==> src/rtl/sd_dma_sec_seq.sv <==
// Multi-sector SD sequencer: issues one start pulse per sector to the read or
// write controller, steps the sector address on each busy falling edge, and
// reports completion with timeout/abort/zero-count status.
module sd_dma_sec_seq #(
    parameter int unsigned          ADDR_W      = 32,
    parameter int unsigned          CNT_W       = 16,
    parameter int unsigned          TO_W        = 24,
    parameter logic [TO_W-1:0]      TIMEOUT_CYC = 24'd10_000_000
) (
    input  logic              clk,
    input  logic              rst,
    input  logic              req,
    input  logic              req_wr,
    input  logic [ADDR_W-1:0] req_addr,
    input  logic [CNT_W-1:0]  req_cnt,
    input  logic              abort,
    input  logic              rd_busy,
    input  logic              wr_busy,
    output logic              rd_start_en,
    output logic              wr_start_en,
    output logic [ADDR_W-1:0] sec_addr,
    output logic              busy,
    output logic              done,
    output logic              done_lvl,
    output logic [1:0]        status,
    output logic [CNT_W-1:0]  sec_done_cnt
);

    // Counter value that, after one more increment, reaches TIMEOUT_CYC-1.
    localparam logic [TO_W-1:0] TO_LAST = TIMEOUT_CYC - TO_W'(2);

    localparam logic [1:0] ST_OK      = 2'd0;
    localparam logic [1:0] ST_TIMEOUT = 2'd1;
    localparam logic [1:0] ST_ABORT   = 2'd2;
    localparam logic [1:0] ST_ZERO    = 2'd3;

    typedef enum logic [1:0] {
        S_IDLE   = 2'd0,
        S_ISSUE  = 2'd1,
        S_WAIT   = 2'd2,
        S_FINISH = 2'd3
    } state_t;

    state_t            r_state,    w_state_nxt;
    logic              r_req_q;
    logic              r_busy_q;
    logic              r_dir,      w_dir_nxt;
    logic [ADDR_W-1:0] r_addr,     w_addr_nxt;
    logic [CNT_W-1:0]  r_rem,      w_rem_nxt;
    logic [TO_W-1:0]   r_to_cnt,   w_to_cnt_nxt;
    logic              r_rd_start, w_rd_start_nxt;
    logic              r_wr_start, w_wr_start_nxt;
    logic [ADDR_W-1:0] r_sec_addr, w_sec_addr_nxt;
    logic              r_busy,     w_busy_nxt;
    logic              r_done,     w_done_nxt;
    logic              r_done_lvl, w_done_lvl_nxt;
    logic [1:0]        r_status,   w_status_nxt;
    logic [CNT_W-1:0]  r_sec_cnt,  w_sec_cnt_nxt;

    logic w_sel_busy;
    logic w_fall;
    logic w_req_edge;
    logic w_to_exp;

    assign w_sel_busy = r_dir ? wr_busy : rd_busy;
    assign w_fall     = r_busy_q & ~w_sel_busy;
    assign w_req_edge = req & ~r_req_q;
    assign w_to_exp   = (r_to_cnt == TO_LAST);

    // State and output registers.
    always_ff @(posedge clk) begin
        if (rst) begin
            r_state    <= S_IDLE;
            r_req_q    <= 1'b0;
            r_busy_q   <= 1'b0;
            r_dir      <= 1'b0;
            r_addr     <= '0;
            r_rem      <= '0;
            r_to_cnt   <= '0;
            r_rd_start <= 1'b0;
            r_wr_start <= 1'b0;
            r_sec_addr <= '0;
            r_busy     <= 1'b0;
            r_done     <= 1'b0;
            r_done_lvl <= 1'b0;
            r_status   <= ST_OK;
            r_sec_cnt  <= '0;
        end else begin
            r_state    <= w_state_nxt;
            r_req_q    <= req;
            r_busy_q   <= w_sel_busy;
            r_dir      <= w_dir_nxt;
            r_addr     <= w_addr_nxt;
            r_rem      <= w_rem_nxt;
            r_to_cnt   <= w_to_cnt_nxt;
            r_rd_start <= w_rd_start_nxt;
            r_wr_start <= w_wr_start_nxt;
            r_sec_addr <= w_sec_addr_nxt;
            r_busy     <= w_busy_nxt;
            r_done     <= w_done_nxt;
            r_done_lvl <= w_done_lvl_nxt;
            r_status   <= w_status_nxt;
            r_sec_cnt  <= w_sec_cnt_nxt;
        end
    end

    // Next-state and next-output decode.
    always_comb begin
        w_state_nxt    = r_state;
        w_dir_nxt      = r_dir;
        w_addr_nxt     = r_addr;
        w_rem_nxt      = r_rem;
        w_to_cnt_nxt   = r_to_cnt;
        w_rd_start_nxt = 1'b0;
        w_wr_start_nxt = 1'b0;
        w_sec_addr_nxt = r_sec_addr;
        w_busy_nxt     = r_busy;
        w_done_nxt     = 1'b0;
        w_done_lvl_nxt = r_done_lvl;
        w_status_nxt   = r_status;
        w_sec_cnt_nxt  = r_sec_cnt;

        case (r_state)
            S_IDLE: begin
                if (w_req_edge) begin
                    w_dir_nxt      = req_wr;
                    w_addr_nxt     = req_addr;
                    w_rem_nxt      = req_cnt;
                    w_busy_nxt     = 1'b1;
                    w_done_lvl_nxt = 1'b0;
                    w_status_nxt   = ST_OK;
                    w_sec_cnt_nxt  = '0;
                    if (req_cnt != '0) begin
                        w_state_nxt = S_ISSUE;
                    end else begin
                        w_state_nxt  = S_FINISH;
                        w_status_nxt = ST_ZERO;
                    end
                end
            end

            S_ISSUE: begin
                if (abort) begin
                    w_state_nxt  = S_FINISH;
                    w_status_nxt = ST_ABORT;
                end else begin
                    w_sec_addr_nxt = r_addr;
                    w_rd_start_nxt = ~r_dir;
                    w_wr_start_nxt = r_dir;
                    w_to_cnt_nxt   = '0;
                    w_state_nxt    = S_WAIT;
                end
            end

            S_WAIT: begin
                if (w_fall) begin
                    // Falling edge takes priority over a coincident timeout.
                    w_sec_cnt_nxt  = r_sec_cnt + CNT_W'(1);
                    w_sec_addr_nxt = r_sec_addr + ADDR_W'(1);
                    w_rem_nxt      = r_rem - CNT_W'(1);
                    if (r_rem == CNT_W'(1)) begin
                        w_state_nxt  = S_FINISH;
                        w_status_nxt = ST_OK;
                    end else if (abort) begin
                        w_state_nxt  = S_FINISH;
                        w_status_nxt = ST_ABORT;
                    end else begin
                        w_rd_start_nxt = ~r_dir;
                        w_wr_start_nxt = r_dir;
                        w_to_cnt_nxt   = '0;
                    end
                end else if (w_to_exp) begin
                    w_state_nxt  = S_FINISH;
                    w_status_nxt = ST_TIMEOUT;
                end else begin
                    w_to_cnt_nxt = r_to_cnt + TO_W'(1);
                end
            end

            S_FINISH: begin
                w_done_nxt     = 1'b1;
                w_done_lvl_nxt = 1'b1;
                w_busy_nxt     = 1'b0;
                w_state_nxt    = S_IDLE;
            end

            default: begin
                w_state_nxt = S_IDLE;
            end
        endcase
    end

    assign rd_start_en  = r_rd_start;
    assign wr_start_en  = r_wr_start;
    assign sec_addr     = r_sec_addr;
    assign busy         = r_busy;
    assign done         = r_done;
    assign done_lvl     = r_done_lvl;
    assign status       = r_status;
    assign sec_done_cnt = r_sec_cnt;

endmodule
==> config.mk <==
export PLATFORM = sky130hd
export DESIGN_NAME = sd_dma_sec_seq
export DESIGN_NICKNAME = d
export VERILOG_FILES = /design/src/rtl/sd_dma_sec_seq.sv
export SDC_FILE = /design/constraint.sdc
export NUM_CORES = 1
export LEC_CHECK = 0
export ABC_AREA = 1
export CORE_UTILIZATION = 40
export CTS_BUF_LIST = sky130_fd_sc_hd__clkbuf_4 sky130_fd_sc_hd__clkbuf_8 sky130_fd_sc_hd__clkbuf_16
export CTS_CLUSTER_DIAMETER = 30
export DETAILED_ROUTE_END_ITERATION = 10
export GPL_ROUTABILITY_DRIVEN = 0
export HOLD_SLACK_MARGIN = 0.06
export PLACE_DENSITY = 0.72
export SYNTH_ARGS = -nofsm -noshare
export SYNTH_HDL_FRONTEND = slang
export SYNTH_SLANG_ARGS = --single-unit
==> constraint.sdc <==
create_clock -name clk -period 2.68 [get_ports clk]
set_input_delay 0.268 -clock clk [delete_from_list [all_inputs] [get_ports clk]]
set_output_delay 0.268 -clock clk [all_outputs]
set_load 0.05 [all_outputs]
== Word-level counts from Yosys, hierarchy flattened ==
Index checks and enable logic that the tools add are counted.

* Register bits: 132
* Input port bits: 55
* Output and inout bits: 55

* Add/subtract/negate cells: 4
* Eq/ne operators: 12
* Mux-type cells: 43
* Bitwise gates (word level): 5
* Reduce and logical (&&, ||, !) cells: 13

{| class="wikitable"
|+ Operator list
! operator !! count
|-
| two-way mux 24 bit || 4
|-
| two-way mux 16 bit || 4
|-
| two-way mux 32 bit || 2
|-
| case mux 16 bit (2 select lines) || 2
|-
| case mux 32 bit (2 select lines) || 1
|-
| case mux 24 bit (2 select lines) || 1
|-
| adder 32 x 1 -> 32 bit, second input constant || 1
|-
| adder 24 x 1 -> 24 bit, second input constant || 1
|-
| == test 24 bit, second input constant || 1
|-
| two-way mux 2 bit || 12
|-
| adder 16 x 1 -> 16 bit, second input constant || 1
|-
| == test 16 x 1 -> 1 bit, second input constant || 1
|-
| nonzero test 16 bit || 1
|-
| subtractor 16 x 1 -> 16 bit, second input constant || 1
|-
| AND reduction 3 bit || 5
|-
| two-way mux 1 bit || 11
|-
| inequality test 3 bit, second input constant || 3
|-
| case mux 1 bit (2 select lines) || 4
|-
| case mux 2 bit (4 select lines) || 1
|-
| inequality test 2 bit, second input constant || 3
|-
| case mux 2 bit (3 select lines) || 1
|-
| nonzero test 2 bit || 3
|-
| == test 2 bit, second input constant || 2
|-
| inequality test 4 bit, second input constant || 1
|-
| 6 further kinds || 10
|}

== Logic depth before layout (Yosys ltp) ==
Gate-level depths: netlist of run 1.

* Depth after elaboration: 5
* Gate-level depth with buffers: 13
* Mapped depth without buffers: 12

== Worst setup path after synthesis of run 1 ==
No wires, ideal clock.

* Kind: register -> register
* Start point: register r_sec_addr[0], in the netlist sec_addr[0]
* End point: register r_sec_addr[18], in the netlist sec_addr[18]
* Setup time: 117 ps
* Arrival time: 1896 ps
* Data required time: 2563 ps
* Setup slack: 667 ps
* Cell stages (with the launch flop): 11
* Path buffers: 0
* Clock period less this slack: 2013 ps
* Path through: dfxtp_1 ha_1 nand3_1 inv_1 nand2_1 nor2_1 nand2_1 o21ai_2 nand2_1 o21ai_0 nor2_1

* Longest elaborated chain between the ends: 3

{| class="wikitable"
|+ Ends and longest elaborated chain
! item !! line !! RTL
|-
| start, declared || 53 || <nowiki>logic [ADDR_W-1:0] r_sec_addr, w_sec_addr_nxt;</nowiki>
|-
| start signal, assigned || 98 || <nowiki>r_sec_addr <= w_sec_addr_nxt;</nowiki>
|-
| adder 32 x 1 -> 32 bit || 159 || <nowiki>w_sec_addr_nxt = r_sec_addr + ADDR_W'(1);</nowiki>
|-
| two-way mux 32 bit || 156 || <nowiki>if (w_fall) begin</nowiki>
|-
| case mux 32 bit (2 select lines) || 123 || <nowiki>case (r_state)</nowiki>
|}

Every way passes these cells. The select of a mux whose other input is x is not followed.
A chain may end at the register's enable or synchronous reset.

== Worst setup path after layout of run 1 ==
* Start point: register r_state[0]
* End point: register r_rem[6]

* Longest elaborated chain between the ends: 3
* Elaborated cells between the ends (all ways): 7
* Classes of those cells: eq/ne (3); mux (1); reduce/logical (3)

{| class="wikitable"
|+ Ends and longest elaborated chain
! item !! line !! RTL
|-
| start, declared || 44 || <nowiki>state_t r_state, w_state_nxt;</nowiki>
|-
| start signal, assigned || 89 || <nowiki>r_state <= w_state_nxt;</nowiki>
|-
| == test 2 bit or zero test 2 bit (tied branches) || 123 ||
|-
| inequality test 2 bit (no line) or nonzero test 2 bit (tied branches) || -- ||
|-
| AND reduction 3 bit (no line) || -- ||
|-
| end signal, assigned || 94 || <nowiki>r_rem <= w_rem_nxt;</nowiki>
|-
| end, declared || 49 || <nowiki>logic [CNT_W-1:0] r_rem, w_rem_nxt;</nowiki>
|}

Several ways; a longest one is shown, not always the timed one.

==> run_results.csv, run 1 <==
group,metric,value,unit
synthesis,synth_top_flop_cell,"dfxtp_1",
floorplanning,fp.dieH,143,um
routing,wl_per_cell,14.2,um
grt,grt_max_degree,64,
timing,holdWs,0.367,ns
clock_network,clk_path_buf_depth,2,
pwr,power.density,979,mW/mm^2
floorplanning,core_area,0.0195,mm^2
clock_network,path_clk_slew,0.07,ns
grt,antenna_found_initial,0,
synthesis,synth_edf_count,0,
timing,max_freq,469,MHz
synthesis,synth-seq-cells,132,
timing,rsz0062_at_grt,"false",
cells_and_area,area_growth,23.7,%
timing,hold_violations,0,
worst_hold_path,whs_endpoint,"sec_addr[6]$_SDFFE_PP0P_",
grt,grt_pass1_wl,38600,um
place,dp_hpwl,17100,um
job,max_cap_violations,0,
synthesis,seq_area_frac_synth,0.333,
grt,grt-ovfl-total,0,
outcome,outcome,"complete, no violations",
worst_setup_path,crit_fanout,35,
worst_setup_path,cp-end-kind,"register",
timing,drv_slew,0,
floorplanning,die-area,0.0204,mm^2
floorplanning,initial_core_util,0.408,
routing,drtIter0Drc,765,
timing,fin_crit_sh,0.795,
synthesis,synth_cell_types,40,
routing,detail-route-antenna-nets,0,
worst_setup_path,rr_startpoint,"r_state[0]$_SDFFE_PP0P_",
worst_setup_path,critPathKind,"register to register",
worst_setup_path,cp.arrival,2.49,ns
clock_network,cts_tree,"built",
floorplanning,io_pins,110,
cells_and_area,layout.nets,1448,
clock_network,cts_made_buffers,17,
routing,viasPerCell,5.22,
clock_network,cts_resized,0,
cells_and_area,seqCellArea,0.00264,mm^2
timing,period_minus_slack,2.13,ns
routing,first_pass_iters,5,
clock_network,post_cts_buffers,0,
worst_hold_path,min_path_cells,3,
worst_setup_path,worstReg2RegEnd,"r_rem[6]$_SDFFE_PP0P_",
clock_network,worstSkewPairLatency,0.43,ns
place,io_buffers,109,
synthesis,async_flop_share,0,
pwr,leakagePower,3.50,nW
cells_and_area,multiInputGateArea,0.00457,mm^2
routing,drt_wl_total,23600,um
cells_and_area,num-fill-cells,1964,
synthesis,yosys_warnings,0,
worst_setup_path,reg2reg_setup_slack,0.55,ns
worst_setup_path,worstPathRequired,3.04,ns
clock_network,cts.sinks,132,
floorplanning,die_x,143,um
cells_and_area,layout-drive-gt1-share,0.0624,
worst_setup_path,crit_chain,"inv_1, ha_2, buf_4, nand3_1, nor2_1, a21oi_1, or2_2, a21oi_1",
synthesis,synth_cells,1289,
timing,slew_headroom,0.549,
synthesis,netlist_area,0.00794,mm^2
routing,drc,0,
synthesis,avgSynthCellArea,6.16,um^2
worst_setup_path,ff2ff_path_depth,8,
worst_setup_path,cpMostUsedCell,"a21oi_1",
cells_and_area,diodes,0,
timing,finClkSkew,0.0152,ns
worst_hold_path,hp-class,"primary input to register",
timing,finalSetupViolations,0,
timing,tightest_slew,0.676,ns
synthesis,syn_nets,1355,
grt,grt_pass1_vias,7861,
routing,route.vias.total,8665,
pwr,ir_drop,0.000531,V
worst_setup_path,critPathMaxStageDelay,0.41,ns
clock_network,postCtsHoldBufs,0,
clock_network,root_buffer,"clkbuf_16",
clock_network,cts_max_level,4,
timing,setup_tns,0,ns
floorplanning,fp-row-count,51,
worst_setup_path,startpoint_type,"register",
grt,grt.total_usage,0.238,
worst_setup_path,critical-path-slowest-cell,"buf_4",
worst_hold_path,min_from,"rst",
## critical path: cells and delay by family (launching register included)
family                   cells  cell delay (ns)
flip-flops                   1             0.33
AO/OA/AOI/OAI                2             0.19
AND/OR/NAND/NOR              3             0.65
buffers and inverters        2             0.55
adder cells (fa/ha/maj)      1             0.32
## metal layers
layer	track usage	routed length, um	share of wire	vias up
met5	0	0	0	-
met4	0.0730	420	0.018	0
met3	0.0433	1380	0.058	32
met2	0.389	10800	0.46	306
met1	0.316	11000	0.47	3935
li1	-	-	-	4392
## cell usage after synthesis (9+ instances only)
library cell | n | area (um^2)
nand2_1 | 362 | 1360
nor2_1 | 156 | 586
a21oi_1 | 144 | 721
dfxtp_1 | 132 | 2640
inv_1 | 121 | 454
o21ai_0 | 90 | 450
nand3_1 | 83 | 415
clkbuf_1 | 32 | 120
nor3_1 | 29 | 145
nand4_1 | 17 | 106
buf_2 | 12 | 60.1
ha_1 | 11 | 138
nand3b_1 | 10 | 75.1
xor2_1 | 9 | 78.8
## cell families after synthesis
group	synth area share
DFF	0.333
xor gates and xnor gates	0.0132
and+or+nand+nor	0.364
AOI/OAI and AO/OA	0.179
adders and majority gates	0.0173
buffers and inverters	0.0927
## registers in the layout (all words and copies together) (netlist names)
signal	count
sec_done_cnt	16
wr_start_en	1
sec_addr	32
busy	1
r_state	2
done_lvl	1
r_req_q	1
r_dir	1
status	2
rd_start_en	1
r_busy_q	1
done	1
r_addr	32
r_rem	16
r_to_cnt	24
## final cells by class
type                    count  share of cell area
clock buffers              18              0.0441
clock inverters            14              0.0145
inverters                 127              0.0485
multi-input cells         976               0.465
flip-flops and latches    132               0.269
well taps                 265              0.0337
repair buffers            128               0.125
## worst max path at each step
stage	startpoint	cells after the start	endpoint	slack [ns]
after floorplan	sec_addr[0]$_SDFFE_PP0P_	10	sec_addr[18]$_SDFFE_PP0P_	0.67
after global placement	wr_busy	11	r_to_cnt[16]$_SDFFE_PP0P_	0.54
after detailed placement	rd_busy	11	r_to_cnt[16]$_SDFFE_PP0P_	0.53
after CTS	r_state[0]$_SDFFE_PP0P_	7	r_rem[6]$_SDFFE_PP0P_	0.56
after global routing	r_state[0]$_SDFFE_PP0P_	9	r_rem[10]$_SDFFE_PP0P_	0.35
final	r_state[0]$_SDFFE_PP0P_	8	r_rem[6]$_SDFFE_PP0P_	0.55
## cell usage in the layout (no fill, tap or decap), drive strengths merged, types with 6 or more instances in the layout
cell           count
nand2            368
nor2             164
a21oi            144
inv              134
dfxtp            132
clkdlybuf4s50    108
o21ai             99
nand3             88
nor3              30
buf               20
clkbuf            18
nand4             17
ha                11
nand3b            10
xor2               9
a31oi              6
o211ai             6
## stage by stage
stage | cells | worst slack (ns) | power (W) | area (um^2) | utilization
3_3_place_gp | 1628 | 0.538 | 0.00726 | 9250 | 0.475
2_1_floorplan | 1289 | 0.667 | 0.00612 | 7940 | -
5_1_grt | 1660 | 0.345 | 0.0103 | 9820 | 0.505
3_5_place_dp | 1628 | 0.531 | 0.00731 | 9250 | 0.475
6_report | 1660 | 0.550 | 0.00962 | 9820 | 0.505
4_1_cts | 1660 | 0.560 | 0.00962 | 9820 | 0.505
## report_power, final
part	switching (W)	total, W	leakage (nW)	internal, W
logic	0.00309	0.00451	2.15	0.00143
clock network	0.000989	0.00230	0.274	0.00131
registers	0.000417	0.00280	1.08	0.00239
total	0.00449	0.00962	3.50	0.00513
(Power assumes the default switching activity.)
==> inputs of run 2 (changes only) <==
PLACE_DENSITY = 0.75   (was 0.72)
clock period = 1.9 ns   (was 2.68 ns; I/O delays follow)
==> run 2 against run 1 <==
Against the previous run:
- final cell count up 2.7%
- hold slack worse by 0.13 ns
- combinational power up 66%
- non-clock buffer count up 45
- sequential power increased by 41%
- critical path depth decreased by 7
- utilization increased by 2.9 points
- clock skew is 0.0072 ns lower
==> run_results.csv, run 2 (synthesized netlist as in run 1, its figures left out) <==
group,metric,value,unit
routing,drt_wl_total,24800,um
floorplanning,fp.dieH,143,um
timing,fin_crit_sh,0.974,
clock_network,clk_path_buf_depth,2,
pwr,p_seq_frac,0.265,
routing,viasPerCell,5.29,
floorplanning,core_area,0.0195,mm^2
worst_hold_path,whs_endpoint,"sec_done_cnt[7]$_SDFFE_PP0P_",
worst_setup_path,cp_top_family,"buffers and inverters",
worst_setup_path,cp.arrival,1.66,ns
grt,grt_pass1_wl,40000,um
pwr,pwr-share-comb,0.500,
pwr,p_clk_frac,0.235,
cells_and_area,final_common_cell,"nand2_1",
timing,finalSetupViolations,0,
clock_network,worstSkewPairLatency,0.43,ns
timing,period_minus_slack,1.85,ns
timing,holdWs,0.233,ns
place,place_area,0.00966,mm^2
worst_setup_path,critPathKind,"register to primary output",
floorplanning,initial_core_util,0.408,
routing,detail-route-antenna-nets,0,
grt,grt_pass1_vias,8332,
cells_and_area,num-fill-cells,1916,
grt,grt_max_degree,55,
worst_setup_path,rr_startpoint,"r_state[0]$_SDFFE_PP0P_",
worst_hold_path,hp-class,"primary input to register",
worst_setup_path,critPathMaxStageDelay,0.84,ns
cells_and_area,design_area,0.0104,mm^2
pwr,switchingPower,0.00667,W
grt,grt.total_usage,0.246,
worst_setup_path,crit_chain,"clkdlybuf4s50_1",
clock_network,path_clk_slew,0.07,ns
floorplanning,fp-row-count,51,
clock_network,cts_max_level,4,
cells_and_area,multiInputGateArea,0.00462,mm^2
worst_setup_path,startpoint_type,"register",
cells_and_area,seqCellArea,0.00265,mm^2
worst_setup_path,critical-path-slowest-cell,"clkdlybuf4s50_1",
timing,tightest_slew,0.636,ns
cells_and_area,layout_common_cells,"nand2_1 (360), nor2_1 (154), a21oi_1 (144)",
worst_setup_path,cp-end-kind,"primary output",
cells_and_area,area_growth,30.7,%
pwr,p_int,0.00829,W
floorplanning,die_x,143,um
outcome,outcome,"complete, no violations",
worst_setup_path,worstPathRequired,1.71,ns
cells_and_area,layout.nets,1493,
pwr,swShare,0.446,
worst_setup_path,reg2reg_setup_slack,0.08,ns
worst_setup_path,ff2ff_path_depth,7,
worst_setup_path,crit_fanout,4,
timing,setup_tns,0,ns
timing,rsz0062_at_grt,"true",
timing,max_freq,540,MHz
worst_hold_path,min_path_cells,4,
floorplanning,die-area,0.0204,mm^2
place,dp_hpwl,17600,um
worst_setup_path,critPathBufInv,1,
clock_network,cts.sinks,132,
timing,slew_headroom,0.576,
place,io_buffers,109,
pwr,leakagePower,4.12,nW
worst_setup_path,worstReg2RegEnd,"sec_done_cnt[2]$_SDFFE_PP0P_",
worst_hold_path,min_from,"rst",
job,max_cap_violations,0,
routing,wl_per_cell,14.6,um
pwr,power.density,1440,mW/mm^2
clock_network,postCtsHoldBufs,0,
routing,first_pass_iters,6,
grt,grt-ovfl-total,0,
timing,hold_violations,0,
clock_network,cts_made_buffers,17,
grt,antenna_found_initial,0,
floorplanning,io_pins,110,
timing,fin_ws,0.0490,ns
place,dp_slack,-0.0309,ns
cells_and_area,layout-drive-gt1-share,0.100,
pwr,ir_drop,0.000882,V
cells_and_area,utilization,0.533,
routing,drtIter0Drc,774,
worst_setup_path,critPathLaunch,"sec_done_cnt[15]$_SDFFE_PP0P_",
clock_network,root_buffer,"clkbuf_16",
routing,route.vias.total,9022,
cells_and_area,diodes,0,
timing,drv_slew,0,
routing,drc,0,
timing,finClkSkew,0.00807,ns
clock_network,cts_tree,"built",
run 2: worst max-delay path by stage:
stage,end,slack [ns],depth (start not counted)
detailed placement,sec_addr[28]$_SDFFE_PP0P_,-0.03,10
CTS,sec_addr[2],0.0005,1
floorplan,sec_addr[18]$_SDFFE_PP0P_,0.05,9
global placement,sec_done_cnt[2]$_SDFFE_PP0P_,0.007,6
global route,sec_done_cnt[7]$_SDFFE_PP0P_,-0.04,12
finish,sec_done_cnt[15],0.05,1
run 2: per-stage QoR:
step / instances / total power [W]
6_report: 1704 / 0.0150
3_5_place_dp: 1671 / 0.0111
5_1_grt: 1704 / 0.0159
2_1_floorplan: 1289 / 0.00864
3_3_place_gp: 1671 / 0.0110
4_1_cts: 1702 / 0.0146
run 2: final cells by class:
cell class,count,share of cell area
multi-input cells,976,0.445
repair buffers,173,0.163
well taps,265,0.0319
clock inverters,14,0.0184
flip-flops and latches,132,0.255
clock buffers,17,0.0410
inverters,127,0.0462
run 2: power by group through the flow:
stage | clock (W) | combinational (W) | sequential, W
after global routing | 0.00366 | 0.00822 | 0.00403
after global placement | 0 | 0.00697 | 0.00398
final | 0.00351 | 0.00749 | 0.00396
after floorplan | 0 | 0.00407 | 0.00457
after detailed placement | 0 | 0.00712 | 0.00399
after CTS | 0.00353 | 0.00716 | 0.00394
run 2: repair_timing:
action | 4_1_cts | 5_1_grt
pin swaps | 0 | 1
resized for setup | 24 | 25
buffers inserted | 0 | 1
endpoints found under the setup margin | 23 | 55
gates cloned | 0 | 1
run 2: worst min-delay path, cell delays in order:
cell     delay [ns]
buf_2          0.15
a21oi_1        0.15
nand2_1        0.10
nor2_1         0.03
run 2: per-layer routing:
layer  global-route usage  up-vias  routed length [um]  part of all wire
li1                     -     4491                   -                 -
met2                0.417      319               11900              0.48
met3               0.0433       53                1410             0.057
met4               0.0917        0                 575             0.023
met1                0.309     4159               10900              0.44
met5                    0        -                   0                 0
==> inputs of run 3 (changes only) <==
DONT_BUFFER_PORTS = 1   (was unset)
PLACE_DENSITY = 0.67   (was 0.75)
==> run 3 against run 2 <==
Against the previous run:
- clock skew hardly changed
- combinational power down 7.5%
- via count down 2.3%
- total power decreased by 3.7%
- critical path depth rose by 8
- count of clock-buffer cells in the layout up 1
- non-clock buffer count decreased by 30
- sequential cell count unchanged
- sequential share of layout area increased by 1.0 points
- critical path type is now register to register
==> run_results.csv, run 3 (synthesized netlist as in run 1, its figures left out) <==
group,metric,value,unit
cells_and_area,layout-drive-gt1-share,0.124,
cells_and_area,layout.nets,1463,
clock_network,worstSkewPairLatency,0.44,ns
outcome,outcome,"complete, no violations",
clock_network,clk_path_buf_depth,2,
worst_setup_path,worstPathRequired,2.22,ns
floorplanning,fp-row-count,51,
clock_network,post_cts_buffers,0,
worst_setup_path,crit_fanout,12,
timing,finClkSkew,0.00856,ns
timing,holdWs,0.0732,ns
cells_and_area,final_common_cell,"nand2_1",
cells_and_area,layout_common_cells,"nand2_1 (359), nor2_1 (155), a21oi_1 (144)",
worst_setup_path,cp-end-kind,"register",
timing,hold_violations,0,
timing,period_minus_slack,1.84,ns
clock_network,root_buffer,"clkbuf_16",
grt,grt_pass1_wl,39600,um
pwr,ir_drop,0.000723,V
clock_network,cts_tree,"built",
worst_setup_path,critical-path-slowest-cell,"dfxtp_1",
floorplanning,io_pins,110,
worst_setup_path,critPathBufInv,3,
worst_setup_path,cpMostUsedCell,"nand2_1",
cells_and_area,area_growth,25.8,%
grt,antenna_found_initial,0,
routing,viasPerCell,5.26,
place,io_buffers,0,
floorplanning,core_area,0.0195,mm^2
timing,rsz0062_at_grt,"true",
routing,drc,0,
routing,route.vias.total,8813,
floorplanning,fp.dieH,143,um
clock_network,cts_made_buffers,17,
grt,grt_max_degree,74,
clock_network,cts.sinks,132,
worst_hold_path,hp-class,"primary input to register",
routing,drt_wl_total,24500,um
timing,drv_slew,0,
floorplanning,die-area,0.0204,mm^2
grt,grt-ovfl-total,0,
timing,fin_crit_sh,0.967,
timing,slew_headroom,0.654,
place,placed_cells,1593,
pwr,leakagePower,3.76,nW
routing,first_pass_iters,6,
pwr,power.density,1440,mW/mm^2
routing,detail-route-antenna-nets,0,
routing,drtIter0Drc,760,
worst_setup_path,startpoint_type,"register",
floorplanning,initial_core_util,0.408,
worst_setup_path,cp_top_family,"simple AND/OR/NAND/NOR gates",
cells_and_area,diodes,0,
worst_setup_path,cp.arrival,2.16,ns
routing,wl_per_cell,14.6,um
cells_and_area,utilization,0.513,
grt,grt_pass1_vias,8036,
job,max_cap_violations,0,
place,dp_hpwl,17300,um
clock_network,path_clk_slew,0.06,ns
worst_setup_path,crit_chain,"inv_1, ha_2, inv_2, buf_4, nand2_1, nand2_1, nand3_2, a21oi_1, nor2_1",
worst_setup_path,critPathKind,"register to register",
timing,tightest_slew,0.518,ns
timing,setup_tns,0,ns
timing,max_freq,544,MHz
cells_and_area,stdcell_count,1675,
cells_and_area,num-fill-cells,1966,
floorplanning,die_x,143,um
grt,grt.total_usage,0.245,
clock_network,cts_max_level,4,
timing,finalSetupViolations,0,
worst_setup_path,critPathMaxStageDelay,0.32,ns
==> run 3: changes by cell type in the layout (fill, tap and decap cells not counted), moves of 3 or more <==
cell             previous run  this run
buf_6                       0         4
inv_8                       3         0
clkdlybuf4s50_1            73         0
inv_2                       7         4
dlymetal6s2s_1             13         0
clkinv_4                    2         5
dlygate4sd2_1              22         0
buf_4                      55        85
buf_12                      8         4
dlygate4sd3_1               0        49
==> run 3: timing repair <==
item,CTS,global route
endpoints found under the setup margin,0,56
endpoints found under the hold margin,101,0
hold buffers,50,0
gates resized for setup,0,23
==> run 3: worst paths after layout <==
path,start,endpoint,slack (ns),cells after the start
min,req_addr[19],r_addr[19]$_SDFFE_PP0P_,0.07,2
max,r_state[0]$_SDFFE_PP0P_,r_to_cnt[2]$_SDFFE_PP0P_,0.06,9
max reg2reg,r_state[0]$_SDFFE_PP0P_,r_to_cnt[2]$_SDFFE_PP0P_,0.06,9
min reg2reg,r_addr[10]$_SDFFE_PP0P_,r_addr[10]$_SDFFE_PP0P_,0.46,2
==> run 3: where the power goes <==
group | total, W | switching (W) | internal, W
clock network | 0.00361 | 0.00136 | 0.00224
registers | 0.00388 | 0.000511 | 0.00337
logic | 0.00693 | 0.00461 | 0.00231
total | 0.0144 | 0.00648 | 0.00793
==> run 3: per-stage QoR <==
step           power [W]  area (um^2)  worst slack [ns]
2_1_floorplan    0.00864         7940            0.0480
3_3_place_gp      0.0104         8770            0.0860
3_5_place_dp      0.0105         8770            0.0612
4_1_cts           0.0143         9930            0.0453
5_1_grt           0.0153         9990           -0.0535
6_report          0.0144         9990            0.0632
==> run 3: final cells by class <==
type,instances,area (um^2),share of cell area
timing repair buffer,143,1280,0.128
clock buffer,18,439,0.0440
inverter,127,487,0.0487
clock inverter,14,200,0.0200
tap,265,332,0.0332
sequential,132,2650,0.265
multi-input combinational,976,4600,0.461
==> run 3: layer usage <==
metal,routed length [um],vias up,global-route usage,share of wire
li1,-,4429,-,-
met3,1510,44,0.0449,0.062
met1,11400,4052,0.327,0.47
met2,11100,288,0.391,0.45
met4,489,0,0.0889,0.020
met5,0,-,0,0
